### src/rtl/mem_line_sequencer.sv
// Request sequencer for a bank of memory-line cells: one-hot line decode, strobes, read response.
// Define WRITE_VERIFY_EN to add a read-back check after every write (sticky verify_err).
module mem_line_sequencer #(
  parameter int ADDR_WIDTH = 3,
  parameter int DATA_WIDTH = 8,
  parameter int NUM_LINES  = 2**ADDR_WIDTH
) (
  input  logic                  clock,
  input  logic                  reset,
  input  logic                  req_valid,
  output logic                  req_ready,
  input  logic                  req_write,
  input  logic [ADDR_WIDTH-1:0] req_addr,
  input  logic [DATA_WIDTH-1:0] req_wdata,
  output logic                  rsp_valid,
  output logic [DATA_WIDTH-1:0] rsp_rdata,
  output logic [NUM_LINES-1:0]  line_select,
  output logic                  write_en,
  output logic                  read_en,
  output logic [DATA_WIDTH-1:0] wr_data,
  input  logic [DATA_WIDTH-1:0] bus_rdata,
  output logic                  verify_err
);

  typedef enum logic [1:0] {
    IDLE   = 2'd0,
    WRITE  = 2'd1,
    READ   = 2'd2
`ifdef WRITE_VERIFY_EN
    ,VERIFY = 2'd3
`endif
  } state_t;

  state_t state_reg;
  logic [NUM_LINES-1:0] addr_onehot;

  genvar gi;
  generate
    for (gi = 0; gi < NUM_LINES; gi++) begin : g_decode
      assign addr_onehot[gi] = (req_addr == ADDR_WIDTH'(gi));
    end
  endgenerate

  // Ready depends only on state, never on request inputs.
  assign req_ready = (state_reg == IDLE);

`ifndef WRITE_VERIFY_EN
  assign verify_err = 1'b0;
`endif

  always_ff @(posedge clock) begin
    if (reset) begin
      state_reg   <= IDLE;
      line_select <= '0;
      write_en    <= 1'b0;
      read_en     <= 1'b0;
      wr_data     <= '0;
      rsp_valid   <= 1'b0;
      rsp_rdata   <= '0;
`ifdef WRITE_VERIFY_EN
      verify_err  <= 1'b0;
`endif
    end else begin
      rsp_valid <= 1'b0;
      case (state_reg)
        IDLE: begin
          if (req_valid) begin
            line_select <= addr_onehot;
            if (req_write) begin
              state_reg <= WRITE;
              write_en  <= 1'b1;
              wr_data   <= req_wdata;
            end else begin
              state_reg <= READ;
              read_en   <= 1'b1;
            end
          end
        end
        WRITE: begin
          write_en <= 1'b0;
`ifdef WRITE_VERIFY_EN
          // Keep the line selected and turn its bus driver on for the read-back.
          read_en   <= 1'b1;
          state_reg <= VERIFY;
`else
          line_select <= '0;
          state_reg   <= IDLE;
`endif
        end
        READ: begin
          read_en     <= 1'b0;
          line_select <= '0;
          rsp_rdata   <= bus_rdata;
          rsp_valid   <= 1'b1;
          state_reg   <= IDLE;
        end
`ifdef WRITE_VERIFY_EN
        VERIFY: begin
          read_en     <= 1'b0;
          line_select <= '0;
          if (bus_rdata != wr_data) verify_err <= 1'b1;
          state_reg   <= IDLE;
        end
`endif
        default: begin
          state_reg   <= IDLE;
          read_en     <= 1'b0;
          write_en    <= 1'b0;
          line_select <= '0;
        end
      endcase
    end
  end

endmodule

### config.mk
export PLATFORM = sky130hd
export DESIGN_NAME = mem_line_sequencer
export DESIGN_NICKNAME = d
export VERILOG_FILES = /design/src/rtl/mem_line_sequencer.sv
export SDC_FILE = /design/constraint.sdc
export NUM_CORES = 1
export LEC_CHECK = 0
export ABC_AREA = 1
export CORE_ASPECT_RATIO = 1.4
export CORE_MARGIN = 2
export CORE_UTILIZATION = 40
export DETAILED_ROUTE_END_ITERATION = 7
export PLACE_DENSITY = 0.76
export SLEW_MARGIN = 10
export SYNTH_ARGS = -nofsm -noshare
export SYNTH_HDL_FRONTEND = slang
export SYNTH_SLANG_ARGS = --single-unit
### constraint.sdc
create_clock -name clock -period 1.37 [get_ports clock]
set_clock_uncertainty 0.15 [all_clocks]
set_input_delay 0.274 -clock clock [delete_from_list [all_inputs] [get_ports clock]]
set_output_delay 0.274 -clock clock [all_outputs]
set_load 0.005 [all_outputs]
==> flow_summary.toml <==
[routing]
routedWlPerCell_um = 10.65
vias = 1148
viasPerCell = 4.629
drt-pass1-iter-count = 5
drt-total-wl_um = 2640
first_iter_violations = 20
drc = 0
route.antenna.remaining_nets = 0
dr_wl_met2_um = 1359
wl_met3_um = 209
top_layer = "met4"
m1WireLength_um = 1029

[setup_path]
cp_top_family = "flip-flops"
slowest_stage = "dfxtp_2"
worstSetupPathType = "register to output port"
crit_fanout = 2
max_stage_delay_ns = 0.33
crit_required_ns = 0.95
cp_cell_sequence = "dlygate4sd2_1"
worst-path-buf-inv = 1
cp-start-kind = "register"
crit_arrival_ns = 0.90
end_kind = "output port"

[global_route]
track_usage = 0.1816
grt_overflow = 0
grt_max_degree = 19
grt_pass1_vias = 1108
antenna_found_initial = 0
grt_pass1_wl_um = 4512

[die]
rows = 22
initial_core_util = 0.4246
die-area_um2 = 3282
io_pins = 52
die_y_um = 66.99
die_x_um = 48.99
core_area_um2 = 2670

[power]
cellPowerDensity_nw_per_um2 = 997.6
ir_drop_mv = 0.6563
p_leak_nw = 0.8538
power_w = 0.001756

[synth]
ys_types = 19
synth-edff-count = 0
yosys_warnings = 0
synth.cell_area_um2 = 1134
synth_nets = 173
seq_area_frac_synth = 0.5121
async_flop_share = 0
synth_top_area_frac = 0.5121
yosysMostFrequentCell = "nor2_1"
ys_top_cells_by_count = "nor2_1 (31), dfxtp_1 (29), nand2_1 (29)"
syn_area_per_cell_um2 = 7.557
netlist_instances = 150
synth_ff_type = "dfxtp_1"
ys_top_cells_by_area = "dfxtp_1 (51%), nor2_1 (10%), nand2_1 (9.6%)"
synth_seq_cells = 29
synth_top_area_cell = "dfxtp_1"

[sta]
final-setup-viol-count = 0
fin_setup_tns_ns = 0
slew_viol_final = 0
fin_crit_sh = 0.9672
rsz0062_at_grt = "false"
hold_viol_final = 0
fin_ws_ns = 0.04487
max_clock_freq_ghz = 0.7546
fin_crit_ns = 1.325

[job]
drv_cap = 0

[cts]
tritoncts = "done"
clock_path_buffers = 2
clkLatencyLatePin_ns = 0.31
htreeDepth = 2
numCtsBuffers = 5
hold_buffers = 0
clkTransAtPathRegs_ns = 0.08
clock_sinks = 29
root_buffer = "clkbuf_4"

[min_path]
hold_class = "register to register"

[placement]
post-place-ws_ns = -0.2235
buffer_ports.inserted = 50
gp_congestion = 0.7414
post-dp-hpwl_um = 2063

[cells_and_area]
reg.largest.list = "line_select: 8 flops, rsp_rdata: 8 flops, wr_data: 8 flops"
nets = 234
drive_above_1_share = 0.2123
antenna_cells = 0
syn_to_final_growth_pct = 55.30

[run_status]
status = "completed"
final timing paths:
path                                                  start                    end  slack (ns)  cells after the start
worst max-delay path            line_select[7]$_SDFFE_PP0P_         line_select[7]        0.04                      1
worst min-delay path                  write_en$_SDFFE_PP0P_  write_en$_SDFFE_PP0P_        0.32                      2
worst max register to register    state_reg[0]$_SDFFE_PP0P_   read_en$_SDFFE_PP0P_        0.14                      4
worst min register to register        write_en$_SDFFE_PP0P_  write_en$_SDFFE_PP0P_        0.32                      2
logic make-up (layout without fill, tap and decap cells):
kind of cell    after synthesis  after routing  share of synthesized area
compound gates               26             26                     0.1148
flops                        29             29                     0.5121
buf+inv                      21             83                    0.09050
other cells                   1              1                   0.003308
simple gates                 73             73                     0.2793
timing repair:
action,CTS,global route
hold endpoints to repair,0,0
setup buffers,1,0
pin swaps,0,0
setup endpoints to repair,28,7
resized for setup,50,8
cell type report:
type | instances | area (µm²)
Clock buffer | 7 | 65.06
Clock inverter | 1 | 5.005
Fill cell | 236 | 909.6
Inverter | 17 | 63.81
Multi-Input combinational cell | 100 | 450.4
Sequential cell | 29 | 608.1
Tap cell | 36 | 45.04
Timing Repair Buffer | 58 | 523.0
per-stage QoR:
stage | cells | util | instance area [µm²] | hold WS, ns
4_1_cts | 248 | 0.6579 | 1757 | 0.3176
2_1_floorplan | 150 | - | 1134 | 0.1931
6_report | 248 | 0.6593 | 1760 | 0.3169
3_5_place_dp | 239 | 0.6340 | 1693 | 0.3085
3_3_place_gp | 239 | 0.6340 | 1693 | 0.3028
5_1_grt | 248 | 0.6593 | 1760 | 0.3420
metal layers:
| metal | vias to the layer above | track usage |
|---|---|---|
| met4 | 0 | 0.08214 |
| met1 | 504 | 0.1742 |
| met3 | 7 | 0.06502 |
| met2 | 49 | 0.3442 |
| met5 | - | 0 |
| li1 | 588 | - |
layout by cell type (no fill, tap or decap), types with 2 or more instances in the layout:
master / n
clkbuf_4: 5
dfxtp_1: 9
clkbuf_8: 2
inv_1: 13
a21oi_1: 17
nand2_1: 29
nand3_1: 8
clkdlybuf4s50_1: 22
nor2_1: 31
buf_4: 8
dlygate4sd2_1: 22
o21ai_0: 9
clkdlybuf4s15_1: 4
dfxtp_2: 19
inv_2: 3
power by group:
part / switching [W] / internal (W)
clock network: 0.000274 / 0.000297
registers: 0.0000229 / 0.000888
logic: 0.000123 / 0.000151
Note: power is estimated with default switching activity, not from simulation.
